==> config.mk <==
export PLATFORM = sky130hd
export DESIGN_NAME = if_id_skid_reg_flat
export DESIGN_NICKNAME = d
export VERILOG_FILES = /design/src/rtl/if_id_skid_reg_if.sv /design/src/rtl/if_id_skid_reg.sv /design/src/flat_wrapper.sv
export SDC_FILE = /design/constraint.sdc
export NUM_CORES = 1
export LEC_CHECK = 0
export CAP_MARGIN = 20
export CORE_MARGIN = 2
export CORE_UTILIZATION = 40
export CTS_CLUSTER_SIZE = 20
export DETAILED_ROUTE_END_ITERATION = 6
export PLACE_DENSITY = 0.65
export SLEW_MARGIN = 20
export SYNTH_ARGS = -nofsm -noshare
export SYNTH_HDL_FRONTEND = slang
export SYNTH_SLANG_ARGS = --single-unit
==> constraint.sdc <==
create_clock -name CLK -period 5.8 [get_ports CLK]
set_input_delay 1.16 -clock CLK [delete_from_list [all_inputs] [get_ports CLK]]
set_output_delay 1.16 -clock CLK [all_outputs]
set_load 0.02 [all_outputs]
==> src/rtl/if_id_skid_reg_if.sv <==
// rtl/if_id_skid_reg_if.sv - IF/ID handshake and payload bundle between fetch, the IF/ID register and decode
interface if_id_skid_reg_if #(
  parameter int unsigned XLEN = 32
);
  // fetch side
  logic            IN_VALID;
  logic [XLEN-1:0] PC_IF;
  logic [XLEN-1:0] INSTRUCTION_IF;
  logic            IN_READY;
  // decode side
  logic [XLEN-1:0] PC_IFID;
  logic [XLEN-1:0] INSTRUCTION_IFID;
  logic            VALID_IFID;

  // Pipeline environment: fetch drives the offer, decode observes the slot.
  modport master (
    output IN_VALID,
    output PC_IF,
    output INSTRUCTION_IF,
    input  IN_READY,
    input  PC_IFID,
    input  INSTRUCTION_IFID,
    input  VALID_IFID
  );

  // The IF/ID register itself.
  modport slave (
    input  IN_VALID,
    input  PC_IF,
    input  INSTRUCTION_IF,
    output IN_READY,
    output PC_IFID,
    output INSTRUCTION_IFID,
    output VALID_IFID
  );
endinterface

==> src/rtl/if_id_skid_reg.sv <==
// rtl/if_id_skid_reg.sv - IF/ID pipeline register with 1-entry skid buffer; optional perf counters via IFID_PERF_CNT_EN
module if_id_skid_reg #(
  parameter int unsigned     XLEN      = 32,
  parameter logic [XLEN-1:0] NOP_INSTR = '0,
  parameter int unsigned     CNT_W     = 16
) (
  input  logic             CLK,
  input  logic             RESET,
  input  logic             FLUSH,
  input  logic             HOLD,
  input  logic             MEM_BUSYWAIT,
  if_id_skid_reg_if.slave  bus
`ifdef IFID_PERF_CNT_EN
  ,
  output logic [CNT_W-1:0] STALL_CNT,
  output logic [CNT_W-1:0] FLUSH_CNT
`endif
);

  // EMPTY: output slot is a bubble; FULL: output valid; SKID: output and skid both valid.
  typedef enum logic [1:0] {
    ST_EMPTY = 2'b00,
    ST_FULL  = 2'b01,
    ST_SKID  = 2'b11
  } state_t;

  state_t          state_q, state_d;
  logic [XLEN-1:0] out_pc_q, out_pc_d;
  logic [XLEN-1:0] out_instr_q, out_instr_d;
  logic [XLEN-1:0] skid_pc_q, skid_pc_d;
  logic [XLEN-1:0] skid_instr_q, skid_instr_d;
  logic            in_ready_q;

  logic adv;
  logic acc;

  // decode takes the output this cycle / fetch hands over an item this cycle
  assign adv = !HOLD && !MEM_BUSYWAIT;
  assign acc = bus.IN_VALID && in_ready_q;

  assign bus.IN_READY         = in_ready_q;
  assign bus.PC_IFID          = out_pc_q;
  assign bus.INSTRUCTION_IFID = out_instr_q;
  assign bus.VALID_IFID       = (state_q != ST_EMPTY);

  // State register; reset drops all contents at once.
  always_ff @(posedge CLK or posedge RESET) begin
    if (RESET) begin
      state_q <= ST_EMPTY;
    end else begin
      state_q <= state_d;
    end
  end

  // Next-state and next-contents; flush wins over every handshake outcome.
  always_comb begin
    state_d      = state_q;
    out_pc_d     = out_pc_q;
    out_instr_d  = out_instr_q;
    skid_pc_d    = skid_pc_q;
    skid_instr_d = skid_instr_q;

    if (FLUSH) begin
      state_d      = ST_EMPTY;
      out_pc_d     = '0;
      out_instr_d  = NOP_INSTR;
      skid_pc_d    = '0;
      skid_instr_d = NOP_INSTR;
    end else begin
      unique case (state_q)
        ST_EMPTY: begin
          // an empty slot is filled even while decode is stalled
          if (acc) begin
            state_d     = ST_FULL;
            out_pc_d    = bus.PC_IF;
            out_instr_d = bus.INSTRUCTION_IF;
          end
        end
        ST_FULL: begin
          if (adv && acc) begin
            out_pc_d    = bus.PC_IF;
            out_instr_d = bus.INSTRUCTION_IF;
          end else if (adv) begin
            state_d     = ST_EMPTY;
            out_pc_d    = '0;
            out_instr_d = NOP_INSTR;
          end else if (acc) begin
            // IN_READY was already high, so the item must be parked
            state_d      = ST_SKID;
            skid_pc_d    = bus.PC_IF;
            skid_instr_d = bus.INSTRUCTION_IF;
          end
        end
        ST_SKID: begin
          if (adv) begin
            state_d      = ST_FULL;
            out_pc_d     = skid_pc_q;
            out_instr_d  = skid_instr_q;
            skid_pc_d    = '0;
            skid_instr_d = NOP_INSTR;
          end
        end
        default: begin
          state_d     = ST_EMPTY;
          out_pc_d    = '0;
          out_instr_d = NOP_INSTR;
        end
      endcase
    end
  end

  // Output slot and skid entry storage.
  always_ff @(posedge CLK or posedge RESET) begin
    if (RESET) begin
      out_pc_q     <= '0;
      out_instr_q  <= NOP_INSTR;
      skid_pc_q    <= '0;
      skid_instr_q <= NOP_INSTR;
    end else begin
      out_pc_q     <= out_pc_d;
      out_instr_q  <= out_instr_d;
      skid_pc_q    <= skid_pc_d;
      skid_instr_q <= skid_instr_d;
    end
  end

  // IN_READY is a flop so decode stalls never reach fetch combinationally.
  always_ff @(posedge CLK or posedge RESET) begin
    if (RESET) begin
      in_ready_q <= 1'b1;
    end else begin
      in_ready_q <= (state_d != ST_SKID);
    end
  end

`ifdef IFID_PERF_CNT_EN
  logic stall_inc;
  logic flush_inc;

  assign stall_inc = bus.VALID_IFID && !adv && !FLUSH;
  assign flush_inc = FLUSH && (state_q != ST_EMPTY);

  // Saturating stall and flush counters, cleared only by reset.
  always_ff @(posedge CLK or posedge RESET) begin
    if (RESET) begin
      STALL_CNT <= '0;
      FLUSH_CNT <= '0;
    end else begin
      if (stall_inc && (STALL_CNT != {CNT_W{1'b1}})) begin
        STALL_CNT <= STALL_CNT + 1'b1;
      end
      if (flush_inc && (FLUSH_CNT != {CNT_W{1'b1}})) begin
        FLUSH_CNT <= FLUSH_CNT + 1'b1;
      end
    end
  end
`endif

endmodule

==> src/flat_wrapper.sv <==
// flat-port wrapper written by rule: the top's interface ports become plain ports
module if_id_skid_reg_flat 
#(
  parameter int unsigned     XLEN      = 32,
  parameter logic [XLEN-1:0] NOP_INSTR = '0,
  parameter int unsigned     CNT_W     = 16
)
  (CLK, RESET, FLUSH, HOLD, MEM_BUSYWAIT, bus_IN_VALID, bus_PC_IF, bus_INSTRUCTION_IF, bus_IN_READY, bus_PC_IFID, bus_INSTRUCTION_IFID, bus_VALID_IFID);
  if_id_skid_reg_if #(.XLEN(XLEN)) bus_i ();
  input  logic CLK;
  input  logic RESET;
  input  logic FLUSH;
  input  logic HOLD;
  input  logic MEM_BUSYWAIT;
  input wire logic [$bits(bus_i.IN_VALID)-1:0] bus_IN_VALID;
  input wire logic [$bits(bus_i.PC_IF)-1:0] bus_PC_IF;
  input wire logic [$bits(bus_i.INSTRUCTION_IF)-1:0] bus_INSTRUCTION_IF;
  output wire logic [$bits(bus_i.IN_READY)-1:0] bus_IN_READY;
  output wire logic [$bits(bus_i.PC_IFID)-1:0] bus_PC_IFID;
  output wire logic [$bits(bus_i.INSTRUCTION_IFID)-1:0] bus_INSTRUCTION_IFID;
  output wire logic [$bits(bus_i.VALID_IFID)-1:0] bus_VALID_IFID;
  assign bus_i.IN_VALID = bus_IN_VALID;
  assign bus_i.PC_IF = bus_PC_IF;
  assign bus_i.INSTRUCTION_IF = bus_INSTRUCTION_IF;
  assign bus_IN_READY = bus_i.IN_READY;
  assign bus_PC_IFID = bus_i.PC_IFID;
  assign bus_INSTRUCTION_IFID = bus_i.INSTRUCTION_IFID;
  assign bus_VALID_IFID = bus_i.VALID_IFID;
  if_id_skid_reg #(.XLEN(XLEN), .NOP_INSTR(NOP_INSTR), .CNT_W(CNT_W)) u_core (.CLK(CLK), .RESET(RESET), .FLUSH(FLUSH), .HOLD(HOLD), .MEM_BUSYWAIT(MEM_BUSYWAIT), .bus(bus_i));
endmodule
==> impl_results.md, run 1 <==
* Post-synth top area share at 0.531
* Die span in y at 128 um
* Drt drc at 0
* Clock-pin slew of the registers on the worst-case setup and hold paths at 0.06 ns
* Area Overhead vs Synth at 33.5%
* Final cycle utilization of the critical path at 0.544
* Gpl congestion at roughly 0.73
* First-pass GRT wire length at around 27000 um
* Final hold viol count at 0
* Worst r2r dst: u_core.bus.INSTRUCTION_IFID[31]$_DFFE_PP0P_
* CTS max path bufs at 2
* Placed Instances at roughly 810
* # hold bufs at CTS at 0
* Die W at 128 um
* Synth top area cells: dfrtp_1 (53%), a32o_2 (11%), a22o_1 (9.2%)
* Reg-to-reg slack, setup at ~3.1 ns
* Leakage power at 3.79 nW
* Worst setup EP type: register
* EDFF count, synth at 0
* Final min period at ~3.2 ns
* M3 GR Usage at 0.0555
* FP Rows at between 40 and 50
* Yosys warns at 0
* GR Overflow Total at 0
* CTS Buf Count at 17
* Vias per inst at between 6 and 7
* Most frequent cell after synthesis: dfrtp_1
* Final core utilization at 0.542
* Cells after synthesis at ~530
* Clock root cell: clkbuf_16
* Resize count post-CTS at 0
* Ys flop type: dfrtp_1
* Synth unique cells at 25
* Vias in the first global route at roughly 5300
* GRT Max-Usage Layer: met2
* Worst r2r path cells at 6
* CP Data Required Time at 6.15 ns
* Clock sinks at roughly 130
* Final setup TNS at 0 ns
* Antenna viol nets, final at 0
* HP Start: u_core.skid_pc_q[0]$_DFFE_PP0P_
* Sequential-to-total area share from yosys stat at 0.536
* Max-slew violations at 0
* CP Class: in2reg
* Highest clock rate at approximately 320 MHz
* Io pins at between 100 and 150
* M1 GR Usage at 0.272
* Vias at roughly 5000
* R2r startpoint: u_core.state_q[0]$_DFF_PP0_
* Gr usage total at 0.212
* Wire per inst at 20.0 um
* DP HPWL at 9560 um
* Latest clock arrival within the worst-skew pair at between 0.4 and 0.5 ns
* Synthesized flop and latch total at roughly 130
* Port bufs at between 100 and 150
* Worst-path maximum fanout at 65
* CTS tree: built
* Drt pass-1 iters at 5
* Core ar. at around 15000 sq um
* Commonest cells in the netlist: dfrtp_1 (130), inv_1 (68), a21oi_1 (65)
* Non-filler cells, final at 837
* Max Cap Viol at 0
* WHS Path Cells at 1
* Fillcell total at 1300
* H-tree depth at 4
* Die area at between 15000 and 20000 sq um
* Share of cells above drive strength 1 at 0.179
* Setup-failing EPs final at 0
* Ys async rst share at 1.00
* Status: finished clean
* Met2 track demand over resource at 0.349
* Worst Hold Path EP: u_core.skid_pc_q[0]$_DFFE_PP0P_
* HP Class: reg2reg
* IR Drop Worst-Case VDD at 0.175 mV
* DRT iter0 DRCs at 358
* Initial antenna violation count at 0
* Avg Cell Area, Syn at 11.5 sq um
* Clk_skew at 0.0101 ns
* Post-synth top area cell: dfrtp_1
* Worst EP arrival at roughly 3.5 ns
* RSZ-0062 raised after global routing: no
* Max-slew headroom at 0.449
* Cell Area, Synth at approximately 6000 sq um
* Final #Nets at just over 700
* Setup repair bufs after CTS at 0
* Worst-margin pin slew at a little over 0.8 ns
* Initial core utilization at 0.406
* Crit start category: input port
* Largest net degree at the start of global routing at 68
* Pwr dens at ~320 nW/um^2
* Synthesized Nets at roughly 600
* Antenna Cells at 0
* Final WL at around 17000 um
==> worst max-delay path, stage by stage <==
cell and delay, ns:
clkdlybuf4s50_1 0.49, o21ai_2 0.28, nor2_4 0.04, buf_4 0.35, a211oi_4 0.28, buf_4 0.61, a32o_2 0.22
==> report_power, final <==
| group | internal (mW) | switching, mW | total [mW] |
|---|---|---|---|
| sequential | 0.970 | 0.0347 | 1.00 |
| clock | 0.754 | 0.387 | 1.14 |
| combinational | 0.199 | 0.248 | 0.448 |
==> worst max path at each step <==
| stage | from | slack [ns] | cells after the start | end |
|---|---|---|---|---|
| finish | MEM_BUSYWAIT | 2.65 | 7 | u_core.skid_pc_q[11]$_DFFE_PP0P_ |
| global route | MEM_BUSYWAIT | 2.56 | 7 | u_core.skid_instr_q[6]$_DFFE_PP0P_ |
| CTS | MEM_BUSYWAIT | 2.69 | 7 | u_core.skid_instr_q[3]$_DFFE_PP0P_ |
| detailed placement | MEM_BUSYWAIT | 2.23 | 7 | u_core.skid_pc_q[23]$_DFFE_PP0P_ |
| global placement | FLUSH | 2.14 | 5 | u_core.bus.PC_IFID[3]$_DFFE_PP0P_ |
| floorplan | RESET | 1.14 | 1 | u_core.bus.INSTRUCTION_IFID[0]$_DFFE_PP0P_ |
==> sequential cells by signal (all words and copies together), names as in the netlist <==
signal and flops:
u_core.bus.INSTRUCTION_IFID 32, u_core.skid_instr_q 32, u_core.bus.PC_IFID 32, u_core.skid_pc_q 32
u_core.bus.IN_READY 1, u_core.state_q 2
==> cell families after synthesis <==
kind of cell	count (synthesis)	share of synthesized area
DFF	131	0.536
and+or+nand+nor	11	0.0125
buffers and inverters	128	0.0910
AOI/OAI and AO/OA	261	0.361
==> cell type report <==
cell class	instances	area [sq um]	share of cell area
timing repair buffer	146	1440	0.176
sequential	131	3280	0.401
clock buffer	24	522	0.0638
multi-input combinational	272	2320	0.284
inverter	68	258	0.0315
tap	188	235	0.0288
clock inverter	8	120	0.0147
==> stage by stage <==
stage	hold slack [ns]	setup slack [ns]	cell area, sq um	total power [mW]
3_3_place_gp	0.476	2.14	7510	1.46
4_1_cts	0.495	2.69	8170	2.62
2_1_floorplan	0.466	1.14	6120	1.27
6_report	0.491	2.65	8170	2.59
3_5_place_dp	0.482	2.23	7530	1.47
5_1_grt	0.502	2.56	8170	2.69
==> cells in the final DEF, fill, tap and decap left out, types with 4 or more instances in the layout <==
master           synthesis  final
inv_1                   68     66
clkdlybuf4s50_1          0    134
clkbuf_16                0     17
o32ai_1                 64     64
a32o_1                   4      4
a32o_2                  60     60
clkbuf_8                 0      7
a21oi_1                 65     65
a22o_1                  64     64
buf_4                    0     10
dfrtp_1                130    130
==> per-layer routing <==
| layer | part of all wire | vias to the layer above |
|---|---|---|
| li1 | - | 2301 |
| met1 | 0.45 | 2573 |
| met2 | 0.48 | 154 |
| met3 | 0.055 | 14 |
| met4 | 0.011 | 0 |
| met5 | 0 | - |
Power figures use the tool's default switching activity.
==> run 2: changes to the inputs <==
clock period = 3.3 ns   (was 5.8 ns; I/O delays follow)
==> impl_results.md, run 2 (synthesized netlist as in run 1, its figures left out) <==
* Leakage power at 3.73 nW (-1.5%)
* Resize count post-CTS at 0 (unchanged)
* Crit start category: register
* CTS tree: built
* Hold slack at 0.493 ns (+0.00179 ns)
* Worst-margin pin slew at 0.815 ns (-0.0111 ns)
* IR Drop Worst-Case VDD at 0.341 mV (+95%)
* Most common cell after layout, fill and taps aside: clkdlybuf4s50_1
* Core ar. at 15100 sq um (unchanged)
* HP Class: reg2reg
* Critical-path cell list: nor2_4, inv_1, clkdlybuf4s50_1
* Latest clock arrival within the worst-skew pair at 0.42 ns (about the same)
* FP Rows at 45 (unchanged)
* Final WL at 16500 um (-1.5%)
* Worst setup EP type: output port
* Initial antenna violation count at 0 (unchanged)
* Setup repair bufs after CTS at 0 (unchanged)
* Drt drc at 0 (unchanged)
* Gr usage total at 0.211 (-0.00121)
* Initial core utilization at 0.406 (unchanged)
* Fillcell total at 1298 (-0.15%)
* Highest clock rate at around 430 MHz
* Vias at 5169 (+2.5%)
* Setup-failing EPs final at 0 (unchanged)
* Final #Nets at 707 (+0.14%)
* Pwr dens at 523 nW/um^2 (+65%)
* Final cycle utilization of the critical path at 0.701
* Design Power at 4.22 mW (+63%)
* Final hold viol count at 0 (unchanged)
* Gpl congestion at 0.734 (+0.71%)
* RSZ-0062 raised after global routing: no
* Share of cells above drive strength 1 at 0.169 (-0.00924)
* H-tree depth at 4 (unchanged)
* Max Cap Viol at 0 (unchanged)
* DP HPWL at 9410 um (-1.5%)
* Die span in y at 128 um (unchanged)
* CP peak stage delay at 0.68 ns (+0.07 ns)
* Area Overhead vs Synth at 31.8%
* Worst EP arrival at 1.65 ns (-1.85 ns)
* Die area at 16300 sq um (unchanged)
* First-pass GRT wire length at 27100 um (-0.63%)
* Clock sinks at 131 (unchanged)
* Vias in the first global route at 5117 (-3.1%)
* Final min period at about 2.3 ns
* Final setup TNS at 0 ns (unchanged)
* Worst path slowest cell: clkdlybuf4s50_1
* DRT iter0 DRCs at 392 (+9.5%)
* CP Data Required Time at 2.64 ns (-3.51 ns)
* DP Area at 7550 sq um (+0.28%)
* Largest net degree at the start of global routing at 116 (+71%)
* Vias per inst at 6.18 (+2.5%)
* Clock root cell: clkbuf_16
* Commonest non-fill, non-tap cells in the layout: clkdlybuf4s50_1 (134), dfrtp_1 (130), inv_1 (66), a21oi_1 (65)
* Io pins at 136 (unchanged)
* CP Class: reg2out
* Die W at 128 um (unchanged)
* CTS Buf Count at 17 (unchanged)
* Wire per inst at 19.7 um (-1.5%)
* Multi-input logic area at 2320 sq um (unchanged)
* Clock-pin slew of the registers on the worst-case setup and hold paths at 0.06 ns (about the same)
* GR Overflow Total at 0 (unchanged)
* Post-route cell area at 8070 sq um (-1.3%)
* Antenna viol nets, final at 0 (unchanged)
* Place WS at 0.798 ns (-1.44 ns)
* Non-filler cells, final at 837 (unchanged)
* FF+latch area at 3280 sq um (unchanged)
* Final core utilization at 0.535 (-0.00688)
* Setup slack after layout at 0.985 ns (-1.66 ns)
* Clk_skew at 0.00586 ns (-0.00422 ns)
* Max-slew headroom at 0.457 (+0.00741)
* Placed Instances at 806 (+0.12%)
* Drt pass-1 iters at 6 (+1)
* Max-slew violations at 0 (unchanged)
* Antenna Cells at 0 (unchanged)
* Status: finished clean
* # hold bufs at CTS at 0 (unchanged)
* Port bufs at 135 (unchanged)
* Worst-path maximum fanout at 5 (-92%)
* CTS max path bufs at 2 (unchanged)
run 2: cell count changes in the layout (fill, tap and decap cells not counted):
cell | before | now
buf_12 | 1 | 2
bufinv_16 | 3 | 0
clkbuf_1 | 0 | 6
clkbuf_8 | 7 | 3
clkinv_2 | 3 | 4
inv_4 | 1 | 0
run 2: critical path: cells and delay by family, from the launching register on:
family | cells | cell delay (ns)
buffers and inverters | 2 | 0.73
DFF | 1 | 0.45
and+or+nand+nor | 1 | 0.06
run 2: path summary, 6_finish.rpt:
check / cells past startpoint / startpoint / endpoint / slack [ns]
min: 1 / u_core.skid_instr_q[22]$_DFFE_PP0P_ / u_core.skid_instr_q[22]$_DFFE_PP0P_ / 0.49
min reg2reg: 1 / u_core.skid_instr_q[22]$_DFFE_PP0P_ / u_core.skid_instr_q[22]$_DFFE_PP0P_ / 0.49
min in group asynchronous: 2 / RESET / u_core.bus.INSTRUCTION_IFID[1]$_DFFE_PP0P_ / 0.59
max in group asynchronous: 3 / RESET / u_core.skid_instr_q[18]$_DFFE_PP0P_ / 1.80
max reg2reg: 5 / u_core.state_q[1]$_DFF_PP0_ / u_core.bus.INSTRUCTION_IFID[30]$_DFFE_PP0P_ / 1.09
max: 3 / u_core.state_q[0]$_DFF_PP0_ / bus_VALID_IFID / 0.99
run 2: where the power goes:
| part | leakage, nW | internal (mW) | switching (mW) | total [mW] |
|---|---|---|---|---|
| Clock | 0.254 | 1.01 | 0.659 | 1.67 |
| Sequential | 1.78 | 1.70 | 0.0612 | 1.77 |
| Combinational | 1.69 | 0.355 | 0.435 | 0.789 |
run 2: area by class of cell:
| class | instances | share of cell area |
|---|---|---|
| clock buffers | 26 | 0.0606 |
| clock inverters | 5 | 0.00341 |
| inverters | 68 | 0.0321 |
| multi-input cells | 272 | 0.287 |
| flip-flops and latches | 131 | 0.406 |
| well taps | 188 | 0.0292 |
| repair buffers | 147 | 0.181 |
run 2: per-layer routing:
layer | up-vias | share of wire | GRT usage
met5 | - | 0 | 0
li1 | 2309 | - | -
met4 | 0 | 0.021 | 0.0879
met3 | 26 | 0.060 | 0.0488
met2 | 202 | 0.46 | 0.329
met1 | 2632 | 0.46 | 0.284
